===== src/rtl/multibyte_compare_ctrl.sv =====
// Multi-byte magnitude comparator controller.
// Fetches operand byte pairs MSB-first (index len-1 down to 0) and stops at
// the first differing pair. In signed mode only the most significant byte
// carries the sign, so only that byte has its top bit inverted before the
// compare.
module multibyte_compare_ctrl #(
   parameter  int BYTE_WIDTH = 8,
   parameter  int MAX_BYTES  = 4,
   localparam int IW         = (MAX_BYTES > 1) ? $clog2(MAX_BYTES) : 1,
   localparam int LW         = $clog2(MAX_BYTES + 1)
) (
   input  logic                  clk,
   input  logic                  rst,
   input  logic                  start_valid,
   output logic                  start_ready,
   input  logic [LW-1:0]         len,
   input  logic                  signed_mode,
   output logic                  rd_req,
   output logic [IW-1:0]         rd_idx,
   input  logic                  rd_valid,
   input  logic [BYTE_WIDTH-1:0] rd_a,
   input  logic [BYTE_WIDTH-1:0] rd_b,
   output logic                  res_valid,
   input  logic                  res_ready,
   output logic                  res_equal,
   output logic                  res_a_larger,
   output logic [BYTE_WIDTH-1:0] res_diff,
   output logic [LW-1:0]         res_bytes_used
);

   typedef enum logic [1:0] {S_IDLE, S_FETCH, S_DONE} state_t;

   state_t                r_state, w_next;
   logic [LW-1:0]         r_len;
   logic                  r_signed;
   logic [IW-1:0]         r_idx;
   logic                  r_equal, r_a_larger;
   logic [BYTE_WIDTH-1:0] r_diff;
   logic [LW-1:0]         r_used;

   logic                  w_start, w_accept, w_neq, w_last, w_flip, w_gt;
   logic [LW-1:0]         w_len_c;
   logic [BYTE_WIDTH-1:0] w_a_cmp, w_b_cmp;

   assign w_start  = start_valid & (r_state == S_IDLE);
   assign w_len_c  = (len > LW'(MAX_BYTES)) ? LW'(MAX_BYTES) : len;
   // rd_valid only counts while a fetch is outstanding
   assign w_accept = (r_state == S_FETCH) & rd_valid;
   assign w_neq    = (rd_a != rd_b);
   assign w_last   = (r_idx == '0);
   // sign bit lives only in the most significant byte
   assign w_flip   = r_signed & (LW'(r_idx) == (r_len - 1'b1));

   // bias the sign bit so a plain unsigned compare orders two's complement
   always_comb begin
      w_a_cmp = rd_a;
      w_b_cmp = rd_b;
      w_a_cmp[BYTE_WIDTH-1] = rd_a[BYTE_WIDTH-1] ^ w_flip;
      w_b_cmp[BYTE_WIDTH-1] = rd_b[BYTE_WIDTH-1] ^ w_flip;
   end

   assign w_gt = (w_a_cmp > w_b_cmp);

   // state register
   always_ff @(posedge clk or posedge rst) begin
      if (rst) r_state <= S_IDLE;
      else     r_state <= w_next;
   end

   // next-state logic
   always_comb begin
      w_next = r_state;
      case (r_state)
         S_IDLE:  if (w_start) w_next = (w_len_c == '0) ? S_DONE : S_FETCH;
         S_FETCH: if (w_accept && (w_neq || w_last)) w_next = S_DONE;
         S_DONE:  if (res_ready) w_next = S_IDLE;
         default: w_next = S_IDLE;
      endcase
   end

   // operation context, byte index walk and result capture
   always_ff @(posedge clk or posedge rst) begin
      if (rst) begin
         r_len      <= '0;
         r_signed   <= 1'b0;
         r_idx      <= '0;
         r_equal    <= 1'b0;
         r_a_larger <= 1'b0;
         r_diff     <= '0;
         r_used     <= '0;
      end else if (w_start) begin
         r_len      <= w_len_c;
         r_signed   <= signed_mode;
         r_idx      <= (w_len_c == '0) ? '0 : IW'(w_len_c - 1'b1);
         // a zero-length operand is trivially equal with nothing consumed
         r_equal    <= (w_len_c == '0);
         r_a_larger <= 1'b0;
         r_diff     <= '0;
         r_used     <= '0;
      end else if (w_accept) begin
         if (w_neq) begin
            r_equal    <= 1'b0;
            r_a_larger <= w_gt;
            r_diff     <= rd_a ^ rd_b;
            r_used     <= r_len - LW'(r_idx);
         end else if (w_last) begin
            r_equal    <= 1'b1;
            r_a_larger <= 1'b0;
            r_diff     <= '0;
            r_used     <= r_len;
         end else begin
            r_idx <= r_idx - 1'b1;
         end
      end
   end

   assign start_ready    = (r_state == S_IDLE);
   assign rd_req         = (r_state == S_FETCH);
   assign rd_idx         = r_idx;
   assign res_valid      = (r_state == S_DONE);
   assign res_equal      = r_equal;
   assign res_a_larger   = r_a_larger;
   assign res_diff       = r_diff;
   assign res_bytes_used = r_used;

endmodule


===== config.mk =====
export PLATFORM = sky130hd
export DESIGN_NAME = multibyte_compare_ctrl
export DESIGN_NICKNAME = d
export VERILOG_FILES = /design/src/rtl/multibyte_compare_ctrl.sv
export SDC_FILE = /design/constraint.sdc
export NUM_CORES = 1
export LEC_CHECK = 0
export BUFFER_PORTS_ARGS = -buffer_cell sky130_fd_sc_hd__buf_2
export CAP_MARGIN = 20
export CORE_MARGIN = 2
export CORE_UTILIZATION = 49
export CTS_BUF_LIST = sky130_fd_sc_hd__clkbuf_4 sky130_fd_sc_hd__clkbuf_8 sky130_fd_sc_hd__clkbuf_16
export DETAILED_ROUTE_END_ITERATION = 16
export PLACE_DENSITY = 0.78
export SLEW_MARGIN = 0
export SYNTH_ARGS = -nofsm -noshare
export SYNTH_HDL_FRONTEND = slang
export SYNTH_SLANG_ARGS = --single-unit
export TNS_END_PERCENT = 50

===== constraint.sdc =====
create_clock -name clk -period 2.2 [get_ports clk]
set_input_delay 0.44 -clock clk [delete_from_list [all_inputs] [get_ports clk]]
set_output_delay 0.44 -clock clk [all_outputs]
set_load 0.1 [all_outputs]

* Yosys cells after proc, flatten, opt, wreduce, memory -nomap -nowiden
Cells that the tools add are included.
Storage, ports and cells: register bits 21, bits in latches 0, memory bits (writable) 0, bits in read-only memories 0, input port bits 25, output and inout port bits 18, memories kept 0
Cells by class: $add $sub $neg 4, $mul 0, divide/modulo/power cells 0, magnitude comparators 2, eq/ne operators 9, shift-type cells 0, multiplexer cells 27, bitwise logic cells 6, reductions and logical operators 10
Operators by type and width (number):
- $mux W8 | 4
- $mux W2 | 9
- $mux W3 | 5
- $gt A8 B8 Y1 | 1
- $mux W1 | 8
- $ne A8 B8 Y1 | 1
- $xor A8 B8 Y8 | 1
- $ne A2 B1 Y1 const B | 3
- $pmux W2 S3 | 1
- $reduce_and A3 Y1 | 2
- $logic_not A2 Y1 | 2
- $ne A2 B2 Y1 const B | 2
- $sub A2 B1 Y2 const B | 2
- $and A1 B1 Y1 | 3
- $eq A2 B3 Y1 | 1
- $gt A3 B3 Y1 const B | 1
- $logic_not A3 Y1 | 1
- $reduce_bool A3 Y1 | 1
- $sub A3 B1 Y3 const B | 1
- $sub A3 B2 Y3 | 1
- $eq A2 B1 Y1 const B | 1
- $eq A2 B2 Y1 const B | 1
- $reduce_and A2 Y1 | 1
- $reduce_bool A2 Y1 | 1
- 3 further kinds | 4

* Logic depth before layout (Yosys ltp)
depth in word-level cells 8, depth in mapped cells 9

* Worst setup path before layout
OpenSTA, ideal clock, no wires.
path kind reg-to-reg, start register r_state[0], end register r_used[1], in the netlist res_bytes_used[1], library setup time 84 ps, arrival time 2694 ps, data required time 2116 ps, setup slack -578 ps, cell stages (with the launch flop) 5, cells stage by stage dfrtp_1 nor2b_1 o211ai_4 a211o_1 a21boi_0
Between the ends: cells in the longest elaborated chain, start to end 4, elaborated cells between the ends (all ways) 8, classes of those cells eq/ne: 1; mux: 1; bitwise: 2; reduce/logical: 4
RTL lines:
- start: declaration | RTL line 33 | state_t r_state, w_next;
- start signal: assignment | RTL line 67 | else r_state <= w_next;
- $eq A2 B1 Y1
- net rd_req | RTL line 18 | output logic rd_req,
- $and A1 B1 Y1 | RTL line 48 | assign w_accept = (r_state == S_FETCH) & rd_valid;
- $reduce_bool A2 Y1 (no line)
- $reduce_and A2 Y1 (no line)
- end signal: assignment | RTL line 105 | r_used <= r_len - LW'(r_idx);
- end signal: assignment | RTL line 110 | r_used <= r_len;
- end: declaration | RTL line 39 | logic [LW-1:0] r_used;
The timed path passes the listed nets, and every way through them passes these cells. A chain may end at the register's enable or synchronous reset.

* Worst setup path after layout
start register r_state[0], end output port rd_req
Between the ends: cells in the longest elaborated chain, start to end 1
RTL lines:
- $eq A2 B1 Y1 | RTL line 118 | assign rd_req = (r_state == S_FETCH);
- end: declaration | RTL line 18
Every way passes these cells.

==> metrics.txt <==
Tightest Pin Transition 0.814 ns; Synth Net Count roughly 170; GP Congestion approximately 0.79; vias in the first global route 1,019; Slew Limit Headroom 45.6%; drt first-iter violations 13; Max H-tree Level 1; CTS buffer count 3; DIE WIDTH 54.6 um; DR WL/cell 13.1 um; Worst Path Required about 1.8 ns; syn avg cell area 9.50 um^2; root buf cell clkbuf_4; clock slew at reported path FFs 0.13 ns; Ant. Diodes 0; Clock Latency Late Sink roughly 0.3 ns; startpoint types register; sequential cell area fraction in the yosys report 41.9%; Gate Count Post-Synth 132; CTS max path bufs 2; Pre-Repair DR Iteration Count 4; Setup violations, final 0; DR vias 1,109; Max Slew Vio Count 0; fin nets 215; fmax 510 MHz; Max-cap violations 0; total grt overflow 0; setup bufs post-CTS 0; Rows 18; io pins 43; clk sink count 21; RSZ-0062 raised after global routing no; Starting Density slightly above 50%; Critical Path AT 1.52 ns; DRC errors left 0; Final min period 1.96 ns; top_reg_cell synth dfrtp_1; Die ar. 0.00298 mm^2; crit-path max FO 7; Distinct cells, synth 35; clock skew 0.00733 ns; total wire length around 2700 um; final std cells w/o fill about 210; Post-synth EDFFs 0; Via density ~5.3; Die H 54.6 um; CTS tree done; min-delay worst type input pin to async pin; port buffer count 42; placed cells 204; crit end category output port; Async SR Flop Fraction between 90% and 100%; post_cts resized 0; Hold WS between 0.2 and 0.3 ns; fill count about 200; Tcrit/Tclk final 89.1%; fraction of layout cells with a size suffix above 1 a little under a third; Layout area overhead 23.9%; setup TNS 0 ns; Routed Antenna Nets 0; Hold Buf Count CTS 0; largest net degree at the start of global routing 22; total track usage 20.1%; status finished clean; Post-Syn Area 0.00125 mm^2; initial antenna violation count 0; FF+latch count, synth 21; Util after Layout 63.3%; CP Class register to output port; Synth Warn # 0; first-pass GRT wire length roughly 4300 um; Core Region between 0.002 and 0.0025 mm^2; Hold Vio Cnt, Final 0; Detail Placement HPWL 2210 um
==> cells in the mapped netlist (2+ instances only) <==
library cell	number	area share (%)
mux2i_1	2	1.6
buf_2	3	1.2
xnor2_1	2	1.4
inv_1	13	3.9
mux2_2	2	1.8
a21boi_0	2	1.2
nor2b_1	3	1.5
or3_1	2	1.0
ha_1	10	10
xor2_1	3	2.1
o21ai_0	12	4.8
a21oi_1	5	2.0
dfrtp_1	21	42
nand3_1	13	5.2
nor3_1	2	0.80
nand2b_1	3	1.5
a211o_1	2	1.4
nor2_1	7	2.1
nand2_1	9	2.7
==> metal layers <==
metal	wire length, um	global-route usage [%]	part of all wire, %	vias up
met2	1440	35.9	53	17
met3	91	3.01	3.3	2
li1	-	-	-	553
met5	0	0	0	-
met4	19	6.25	0.70	0
met1	1180	24.7	43	537
==> state kept, by name, indices dropped and copies added, names as in the netlist <==
signal,flops
r_signed,1
rd_idx,2
res_diff,8
res_bytes_used,3
r_len,3
res_a_larger,1
res_equal,1
r_state,2
==> layout by cell type (no fill, tap or decap), drive strengths merged, types with 2 or more instances in the layout <==
master	synthesis	routed
nand3	13	13
a211o	2	2
nor3	2	2
buf	4	47
nand2b	3	3
clkbuf	1	3
o211ai	2	2
a21boi	2	2
inv	13	13
ha	10	10
mux2i	2	2
a21oi	5	5
dfrtp	21	21
xor2	3	3
xnor2	2	2
mux2	2	2
nor2	7	7
or3	2	2
nand2	9	9
o21ai	13	13
nor2b	3	3
==> per-stage QoR <==
step	setup slack (ns)	cell area, um^2
floorplan	-0.118	1260
global placement	0.113	1530
detailed placement	0.0387	1530
CTS	0.231	1550
global route	0.160	1550
finish	0.240	1550
==> worst paths after layout <==
kind | slack (ns) | endpoint | start | cells past startpoint
max | 0.24 | rd_req | r_state[0] | 2
min | 0.27 | r_signed | rst | 2
min in group clk | 0.36 | r_signed | signed_mode | 2
max in group asynchronous | 1.42 | res_diff[3] | rst | 2
min reg2reg | 0.53 | res_diff[3] | res_diff[3] | 2
max reg2reg | 0.50 | rd_idx[1] | rd_idx[1] | 8
==> worst max-delay path, cell delays in order, from the launching register on <==
cell and delay [ns]:
dfrtp_1 0.47, nor2b_2 0.28, buf_2 0.47
==> cell type report <==
class,instances,area [um^2],area share [%]
well taps,30,37.5,2.42
inverters,13,48.8,3.14
multi-input cells,93,653,42.1
clock inverters,1,5.00,0.322
clock buffers,3,22.5,1.45
repair buffers,47,260,16.8
flip-flops and latches,21,526,33.8
==> kinds of logic (layout without fill, tap and decap cells) <==
logic type	after synthesis	in the layout	synth area share (%)
fa+ha+maj	11	11	11.6
xor+xnor	5	5	3.49
buf+inv	18	64	6.39
flops	21	21	41.9
compound gates	28	28	14.8
simple gates	45	45	18.5
mux	4	4	3.39
Power is left out: the tool's default activity adds up to more than one toggle a clock period on the data nets, which glitch-free logic cannot reach.
